[src/rtl/sync_fifo_ctrl.sv]
// Pointer and flag controller for a FIFO around an external dual-port memory
// with asynchronous read; the read side is first-word-fall-through.
module sync_fifo_ctrl #(
  parameter int DWIDTH    = 8,
  parameter int AWIDTH    = 4,
  parameter int AFULL_TH  = 14,
  parameter int AEMPTY_TH = 2
) (
  input  logic              clk,
  input  logic              rst,
  input  logic              wr_valid,
  output logic              wr_ready,
  input  logic [DWIDTH-1:0] wr_data,
  output logic              rd_valid,
  input  logic              rd_ready,
  output logic [DWIDTH-1:0] rd_data,
  output logic              mem_wren,
  output logic [AWIDTH-1:0] mem_waddr,
  output logic [DWIDTH-1:0] mem_wdata,
  output logic [AWIDTH-1:0] mem_raddr,
  input  logic [DWIDTH-1:0] mem_rdata,
  output logic [AWIDTH:0]   count,
  output logic              almost_full,
  output logic              almost_empty,
  output logic              overflow,
  output logic              underflow,
  input  logic              clr_err
);

  localparam logic [AWIDTH:0] PTR_ONE    = {{AWIDTH{1'b0}}, 1'b1};
  localparam logic [AWIDTH:0] AFULL_LVL  = (AWIDTH+1)'(AFULL_TH);
  localparam logic [AWIDTH:0] AEMPTY_LVL = (AWIDTH+1)'(AEMPTY_TH);

  logic [AWIDTH:0] wptr_r;
  logic [AWIDTH:0] rptr_r;
  logic            overflow_r;
  logic            underflow_r;

  logic            empty_s;
  logic            full_s;
  logic [AWIDTH:0] count_s;
  logic            wr_acc_s;
  logic            rd_acc_s;
  logic            ovf_set_s;
  logic            udf_set_s;

  // Status decode from registered pointers; handshakes only qualify transfers
  always_comb begin
    empty_s   = (wptr_r == rptr_r);
    full_s    = (wptr_r[AWIDTH-1:0] == rptr_r[AWIDTH-1:0]) &&
                (wptr_r[AWIDTH] != rptr_r[AWIDTH]);
    count_s   = wptr_r - rptr_r;
    wr_acc_s  = wr_valid && !full_s;
    rd_acc_s  = rd_ready && !empty_s;
    ovf_set_s = wr_valid && full_s;
    udf_set_s = rd_ready && empty_s;
  end

  // Pointer registers; each advances only on an accepted transfer
  always_ff @(posedge clk or posedge rst) begin
    if (rst) begin
      wptr_r <= '0;
      rptr_r <= '0;
    end else begin
      if (wr_acc_s) begin
        wptr_r <= wptr_r + PTR_ONE;
      end
      if (rd_acc_s) begin
        rptr_r <= rptr_r + PTR_ONE;
      end
    end
  end

  // Sticky error flags; a new error in the same cycle takes priority over clr_err
  always_ff @(posedge clk or posedge rst) begin
    if (rst) begin
      overflow_r  <= 1'b0;
      underflow_r <= 1'b0;
    end else begin
      if (ovf_set_s) begin
        overflow_r <= 1'b1;
      end else if (clr_err) begin
        overflow_r <= 1'b0;
      end
      if (udf_set_s) begin
        underflow_r <= 1'b1;
      end else if (clr_err) begin
        underflow_r <= 1'b0;
      end
    end
  end

  assign wr_ready     = !full_s;
  assign rd_valid     = !empty_s;
  assign rd_data      = mem_rdata;
  assign mem_wren     = wr_acc_s;
  assign mem_waddr    = wptr_r[AWIDTH-1:0];
  assign mem_wdata    = wr_data;
  assign mem_raddr    = rptr_r[AWIDTH-1:0];
  assign count        = count_s;
  assign almost_full  = (count_s >= AFULL_LVL);
  assign almost_empty = (count_s <= AEMPTY_LVL);
  assign overflow     = overflow_r;
  assign underflow    = underflow_r;

endmodule

[config.mk]
export PLATFORM = sky130hd
export DESIGN_NAME = sync_fifo_ctrl
export DESIGN_NICKNAME = d
export VERILOG_FILES = /design/src/rtl/sync_fifo_ctrl.sv
export SDC_FILE = /design/constraint.sdc
export NUM_CORES = 1
export LEC_CHECK = 0
export ABC_AREA = 1
export CORE_ASPECT_RATIO = 0.6
export CORE_UTILIZATION = 25
export CTS_CLUSTER_DIAMETER = 100
export CTS_CLUSTER_SIZE = 16
export DETAILED_ROUTE_END_ITERATION = 10
export PLACE_DENSITY_LB_ADDON = 0.25
export SLEW_MARGIN = 20
export SYNTH_ARGS = -nofsm -noshare
export SYNTH_HDL_FRONTEND = slang
export SYNTH_SLANG_ARGS = --single-unit
[constraint.sdc]
create_clock -name clk -period 3.45 [get_ports clk]
set_clock_uncertainty 0.1 [all_clocks]
set_input_delay 0.5175 -clock clk [delete_from_list [all_inputs] [get_ports clk]]
set_output_delay 0.5175 -clock clk [all_outputs]
set_load 0.01 [all_outputs]
# After elaboration in Yosys (flattened, before gate mapping)
# Index checks and enable logic that the tools add are counted.
# totals
ff_bits	12
inputBits	21
out_inout_bits	36
elab_cells	24
# classes
n_addsub	3
magnitude_cmp	2
n_eq_ne	3
mux	3
n_reduce_logical	9
# ops
op	n
5-bit by 1-bit adder with 5-bit output, second input constant	2
5-bit equality test	1
5-bit by 4-bit greater-or-equal comparator with 1-bit output, second input constant	1
5-bit by 2-bit less-or-equal comparator with 1-bit output, second input constant	1
1-bit logical AND	5
5-bit subtractor	1
4-bit equality test	1
2-bit nonzero test	2
1-bit 2-to-1 mux	3
1-bit zero test	2
1-bit inequality test	1

# Longest topological paths before layout
# Gate-level depths: netlist of the first run.
# depth
word_depth	4
depth_mapped	10
ltp_nobuf	10

# Worst setup path after synthesis of the first run
# Ideal clock, no wire load.
# synth_timing
kind	reg2out
start	register wptr_r[0]
end	output port almost_empty
arrival_ns	1.631
required_time_ns	2.832
setup_slack_ns	1.201
path_stages_with_launch	10
n_path_buf	0
cell_sequence	dfrtp_1 inv_1 ha_1 inv_1 fa_1 inv_1 nor2_1 a21oi_1 nand3_1 nor2_1
# synth_between
elab_chain_cells	2
# synth_rtl
element	line	text
from (decl)	34	logic [AWIDTH:0] wptr_r;
from (signal assigned)	66	wptr_r <= wptr_r + PTR_ONE;
5-bit subtractor	52	count_s = wptr_r - rptr_r;
net count[1]	22	output logic [AWIDTH:0] count,
5-bit by 2-bit less-or-equal comparator with 1-bit output	102	assign almost_empty = (count_s <= AEMPTY_LVL);
to (decl)	24	output logic almost_empty,
# The timed path passes the listed nets, and every way through them passes these cells.

# Worst setup path after layout of the first run
# layout_timing
start	register wptr_r[0]
end	output port almost_empty
# layout_between
elab_chain_cells	2
# layout_rtl
element	line
5-bit subtractor	52
5-bit by 2-bit less-or-equal comparator with 1-bit output	102
# No other way between the ends.

==> flow_metrics.tcl, run 1 <==
set metrics [dict create \
    cts_buffers 3 \
    num_io_pins 57 \
    finalMaxSlewViolations 0 \
    final_cell_mix "35 x nand2_1, 24 x clkdlybuf4s50_1, 22 x nand3_1, 18 x inv_1, 12 x dfrtp_1" \
    met1_length_mm 1.24 \
    post-route-drc-count 0 \
    detail-route-antenna-nets 0 \
    rsz0062_at_grt "no" \
    wl_met2_microns 833 \
    grt_overflow_total 0 \
    grtUsageTotal_pct 10.7 \
    antenna_found_initial 0 \
    clock-root-buffer "clkbuf_8" \
    relSlewSlack_pct 65.5 \
    leakagePower_nw 0.616 \
    cp_cell_sequence "inv_1 > ha_1 > inv_1 > fa_1 > inv_1 > nor2_1 > a21oi_1 > nand3_1 > nor2_1 > clkdlybuf4s50_1" \
    postSynthAreaPerCell_sq_um 7.53 \
    multiInputGateArea_sq_um 510 \
    cp_max_fo 5 \
    place_congestion 0.835 \
    crit_required_ps 2830 \
    worstMarginPinSlew_ps 516 \
    start_util_pct 27.4 \
    crit_path_max_incr_delay_ps 530 \
    core_sq_um 3870 \
    finalInstanceArea_sq_um 1230 \
    via_per_inst 4.08 \
    p_per_area_nw_per_um2 1160 \
    cp_common_cell "inv_1" \
    cts.sinks 12 \
    worstRegToRegCells 8 \
    hold_depth 2 \
    post_cts.repair.setup_buffers 0 \
    cp_slowest_cell "clkdlybuf4s50_1" \
    hold_ws_ps 450 \
    arrival_ps 2440 \
    drt-total-wl_mm 2.27 \
    fillCellCount 427 \
    synth.cell_area_sq_um 1060 \
    io_buffers 24 \
    grt_pass1_wl_mm 3.62 \
    end_kind "primary output" \
    highest_layer "met4" \
    final.setup.tns_ps 0 \
    drt-initial-drc-count 17 \
    mostFrequentLayoutCell "nand2_1" \
    clk-insertion-delay-late_ps 240 \
    htreeDepth 1 \
    worstSetupPathType "reg -> out" \
    grt_max_degree 13 \
    cap_violations 0 \
    vias 820 \
    ys_warn_count 0 \
    period_needed_ps 3050 \
    clk_pin_slew_ps 50 \
    seqCellArea_sq_um 300 \
    yosys.cell_types.count 19 \
    yosysSeqAreaShare_pct 28.3 \
    detailed_place.area_sq_um 1190 \
    cp-start-kind "register" \
    hold_viol 0 \
    setup_viol 0 \
    syn_nets 169 \
    ys_ff_latch 12 \
    max_clock_freq_mhz 328 \
    area_growth_syn_to_layout_pct 16.3 \
    wl_met3_microns 184 \
    dieWidth_microns 86.2 \
    peakVddDrop_uv 278 \
    drt_pass1_iterations 4 \
    fp.dieH_microns 52.5 \
    nNetsFinal 174 \
    fp.dieArea_sq_um 4520 \
    clockBufferDepth 2 \
    outcome "finished, final reports clean" \
    first_global_vias 706 \
    dp_hpwl_mm 1.80 \
    num_antenna_cells 0 \
    cts_hold_buf 0 \
    post_cts_resized 0 \
    fin_crit_sh_pct 88.5 \
    cts_tree "built" \
    avgRoutedWirePerCell_microns 11.3 \
    num_rows 17 \
    syn_inst 141 \
    hold_path_class "reg -> reg" \
    layout-drive-gt1-share_pct 6.94 \
]
==> worst paths after layout <==
path                            slack [ps]           end  startpoint
worst max-delay path                   400  almost_empty   wptr_r[0]
worst min-delay path                   450     underflow   underflow
worst max register to register        1690     rptr_r[4]   rptr_r[2]
worst min register to register         450     underflow   underflow
max in group asynchronous             2400     wptr_r[1]         rst
min in group asynchronous              510     wptr_r[0]         rst
==> sequential cells by signal, summed over array words and instances (netlist names) <==
register and flops:
underflow 1, wptr_r 5, overflow 1, rptr_r 5
==> per-stage QoR <==
stage	instances	power (mW)	util, %	setup slack [ps]
after floorplan	141	0.940	-	1200
after global placement	198	1.29	30.8	746
after detailed placement	198	1.31	30.8	674
after CTS	201	1.45	31.9	404
after global routing	201	1.57	31.9	253
final	201	1.43	31.9	397
==> cell usage after synthesis, drive strengths merged <==
cell type | number | share of area, %
buf | 24 | 17
nand3b | 1 | 0.71
ha | 6 | 7.1
xor2 | 7 | 6.5
a21oi | 3 | 1.4
o21ai | 1 | 0.47
inv | 19 | 6.7
fa | 1 | 1.9
nor2 | 4 | 2.1
dfrtp | 12 | 28
xnor2 | 1 | 0.82
nand2 | 39 | 16
nand3 | 22 | 10
o22ai | 1 | 0.59
==> per-layer routing <==
metal,up-vias,global-route usage [%]
li1,425,-
met1,365,15.2
met2,28,14.7
met3,2,4.57
met4,0,2.50
met5,-,0
==> layout make-up <==
cell class,count,share of cell area (%)
multi-input combinational,86,41.3
sequential,12,24.3
inverter,19,5.78
tap,57,5.78
clock buffer,3,3.34
timing repair buffer,24,19.5
==> where the power goes <==
group	leakage [nW]	internal, mW	switching (mW)
clock network	0.0216	0.0770	0.0514
logic	0.440	0.497	0.524
registers	0.154	0.198	0.0849
total	0.616	0.772	0.660
==> kinds of logic (layout without fill, tap and decap cells) <==
logic type,count (synthesis),in the layout,synth area share [%]
xor+xnor,8,8,7.30
flops,12,12,28.3
fa+ha+maj,7,7,8.95
simple gates,66,66,29.3
buf+inv,43,46,23.7
compound gates,5,5,2.47
==> critical path, delay by kind of cell, from the launching register on <==
family / cells / cell delay (ps)
adders and majority gates: 2 / 630
AOI/OAI and AO/OA: 1 / 130
buffers and inverters: 4 / 800
DFF: 1 / 420
and+or+nand+nor: 3 / 230
Power figures use the tool's default switching activity.
==> inputs of run 2 (changes only) <==
CORE_MARGIN = 4   (was default)
SKIP_LAST_GASP = 1   (was default)
clock period = 3.5 ns   (was 3.45 ns; I/O delays follow)
==> run 2 against run 1 <==
Compared with the run above: cell area grew 1.4%; clock power is 19% higher; first-iteration DRC count rose to 3.1 times the previous value; combinational power barely moved; total power rose by 0.24%; final cell count grew 2.0%; global-route usage is 2.0 points lower; non-clock buffer count unchanged; largest cell class unchanged; utilization decreased by 1.3 points; highest routed layer unchanged.
==> flow_metrics.tcl, run 2 (synthesis results as in run 1) <==
set metrics [dict create \
    outcome "finished, final reports clean" \
    layout-drive-gt1-share_pct 7.59 \
    htreeDepth 1 \
    clk_pin_slew_ps 60 \
    fin_crit_sh_pct 86.7 \
    via_per_inst 4.00 \
    worstSetupPathType "reg -> out" \
    cp.buffers_inverters 4 \
    post_cts.repair.setup_buffers 0 \
    grt_pass1_wl_mm 3.70 \
    critPathTopFamily "buffers and inverters" \
    cp_max_fo 5 \
    arrival_ps 2410 \
    num_rows 18 \
    clock-root-buffer "clkbuf_8" \
    rsz0062_at_grt "no" \
    vias 821 \
    core_sq_um 4100 \
    biggestRegsByFlops "rptr_r x5, wptr_r x5" \
    cp_common_cell "inv_1" \
    met1_length_mm 1.17 \
    p_per_area_nw_per_um2 1150 \
    drt-initial-drc-count 52 \
    num_io_pins 57 \
    fp.dieH_microns 58.5 \
    cts_buffers 3 \
    wl_met2_microns 853 \
    leakagePower_nw 0.623 \
    highest_layer "met4" \
    mostFrequentLayoutCell "nand2_1" \
    first_global_vias 748 \
    detail-route-antenna-nets 0 \
    grt_overflow_total 0 \
    io_buffers 24 \
    grt_max_degree 13 \
    cts_hold_buf 0 \
    cp_slowest_cell "clkdlybuf4s50_1" \
    cp-start-kind "register" \
    peakVddDrop_uv 322 \
    worstMarginPinSlew_ps 484 \
    relSlewSlack_pct 67.7 \
    finalMaxSlewViolations 0 \
    fp.dieArea_sq_um 5390 \
    fillCellCount 442 \
    drt_pass1_iterations 4 \
    antenna_found_initial 0 \
    dieWidth_microns 92.2 \
    num_antenna_cells 0 \
    wl_met3_microns 155 \
    hold_path_class "reg -> reg" \
    area_growth_syn_to_layout_pct 17.9 \
    dp_hpwl_mm 1.78 \
    final.setup.tns_ps 0 \
    grtUsageTotal_pct 8.73 \
    period_needed_ps 3030 \
    post_cts_resized 0 \
    cp_cell_sequence "inv_1 > ha_1 > inv_1 > fa_1 > inv_1 > nor2_1 > a21oi_1 > nand3_1 > nor2_1 > clkdlybuf4s50_1" \
    clk-insertion-delay-late_ps 240 \
    post-route-drc-count 0 \
    final_cell_mix "35 x nand2_1, 24 x clkdlybuf4s50_1, 22 x nand3_1, 18 x inv_1, 12 x dfrtp_1" \
    start_util_pct 25.9 \
    cts_tree "built" \
    crit_required_ps 2870 \
    cap_violations 0 \
    place_congestion 0.781 \
    max_clock_freq_mhz 330 \
    hold_viol 0 \
    setup_viol 0 \
    avgRoutedWirePerCell_microns 10.7 \
    end_kind "primary output" \
    hold_ws_ps 445 \
    drt-total-wl_mm 2.19 \
    crit_path_max_incr_delay_ps 540 \
    nNetsFinal 174 \
    cts.sinks 12 \
    clockBufferDepth 2 \
]
run 2: final timing paths:
check                      cells after the start      endpoint      start  slack (ps)
setup / recovery                              10  almost_empty  wptr_r[0]         470
hold / removal                                 2      overflow   overflow         450
setup reg to reg                               8     rptr_r[4]  rptr_r[2]        1760
hold reg to reg                                2      overflow   overflow         450
max in group asynchronous                      2     rptr_r[4]        rst        2470
min in group asynchronous                      2     rptr_r[0]        rst         500
run 2: layer usage:
layer | up-vias | global-route usage, %
met4 | 0 | 2.75
li1 | 429 | -
met2 | 25 | 12.0
met3 | 4 | 3.32
met1 | 363 | 12.5
met5 | - | 0
run 2: per-stage QoR:
stage	worst slack (ps)	util [%]	cells	area (sq um)	power (mW)
after floorplan	1240	-	141	1060	0.927
after global placement	782	29.2	201	1200	1.28
after detailed placement	714	29.2	201	1200	1.29
after CTS	443	30.6	205	1250	1.46
after global routing	320	30.6	205	1250	1.58
final	465	30.6	205	1250	1.44
run 2: cell type report:
cell class	count	area (sq um)	area share (%)
multi-input cells	86	510	40.8
clock buffers	4	55.1	4.40
well taps	60	75.1	5.99
repair buffers	24	240	19.2
inverters	19	71.3	5.69
flip-flops and latches	12	300	24.0
run 2: power by group:
group | internal, mW | total [mW] | switching [mW] | leakage, nW
logic | 0.491 | 1.01 | 0.517 | 0.440
clock network | 0.0994 | 0.152 | 0.0530 | 0.0288
registers | 0.195 | 0.275 | 0.0807 | 0.154
total | 0.785 | 1.44 | 0.650 | 0.623
run 2: worst reg2reg max path: stages, from the launching register on:
cell     delay (ps)
dfrtp_1         450
inv_1            70
ha_1            360
nand2_1         110
nor2_4          170
nand2_2         150
nand2_4         130
nand2_1          50
nand2_1          70
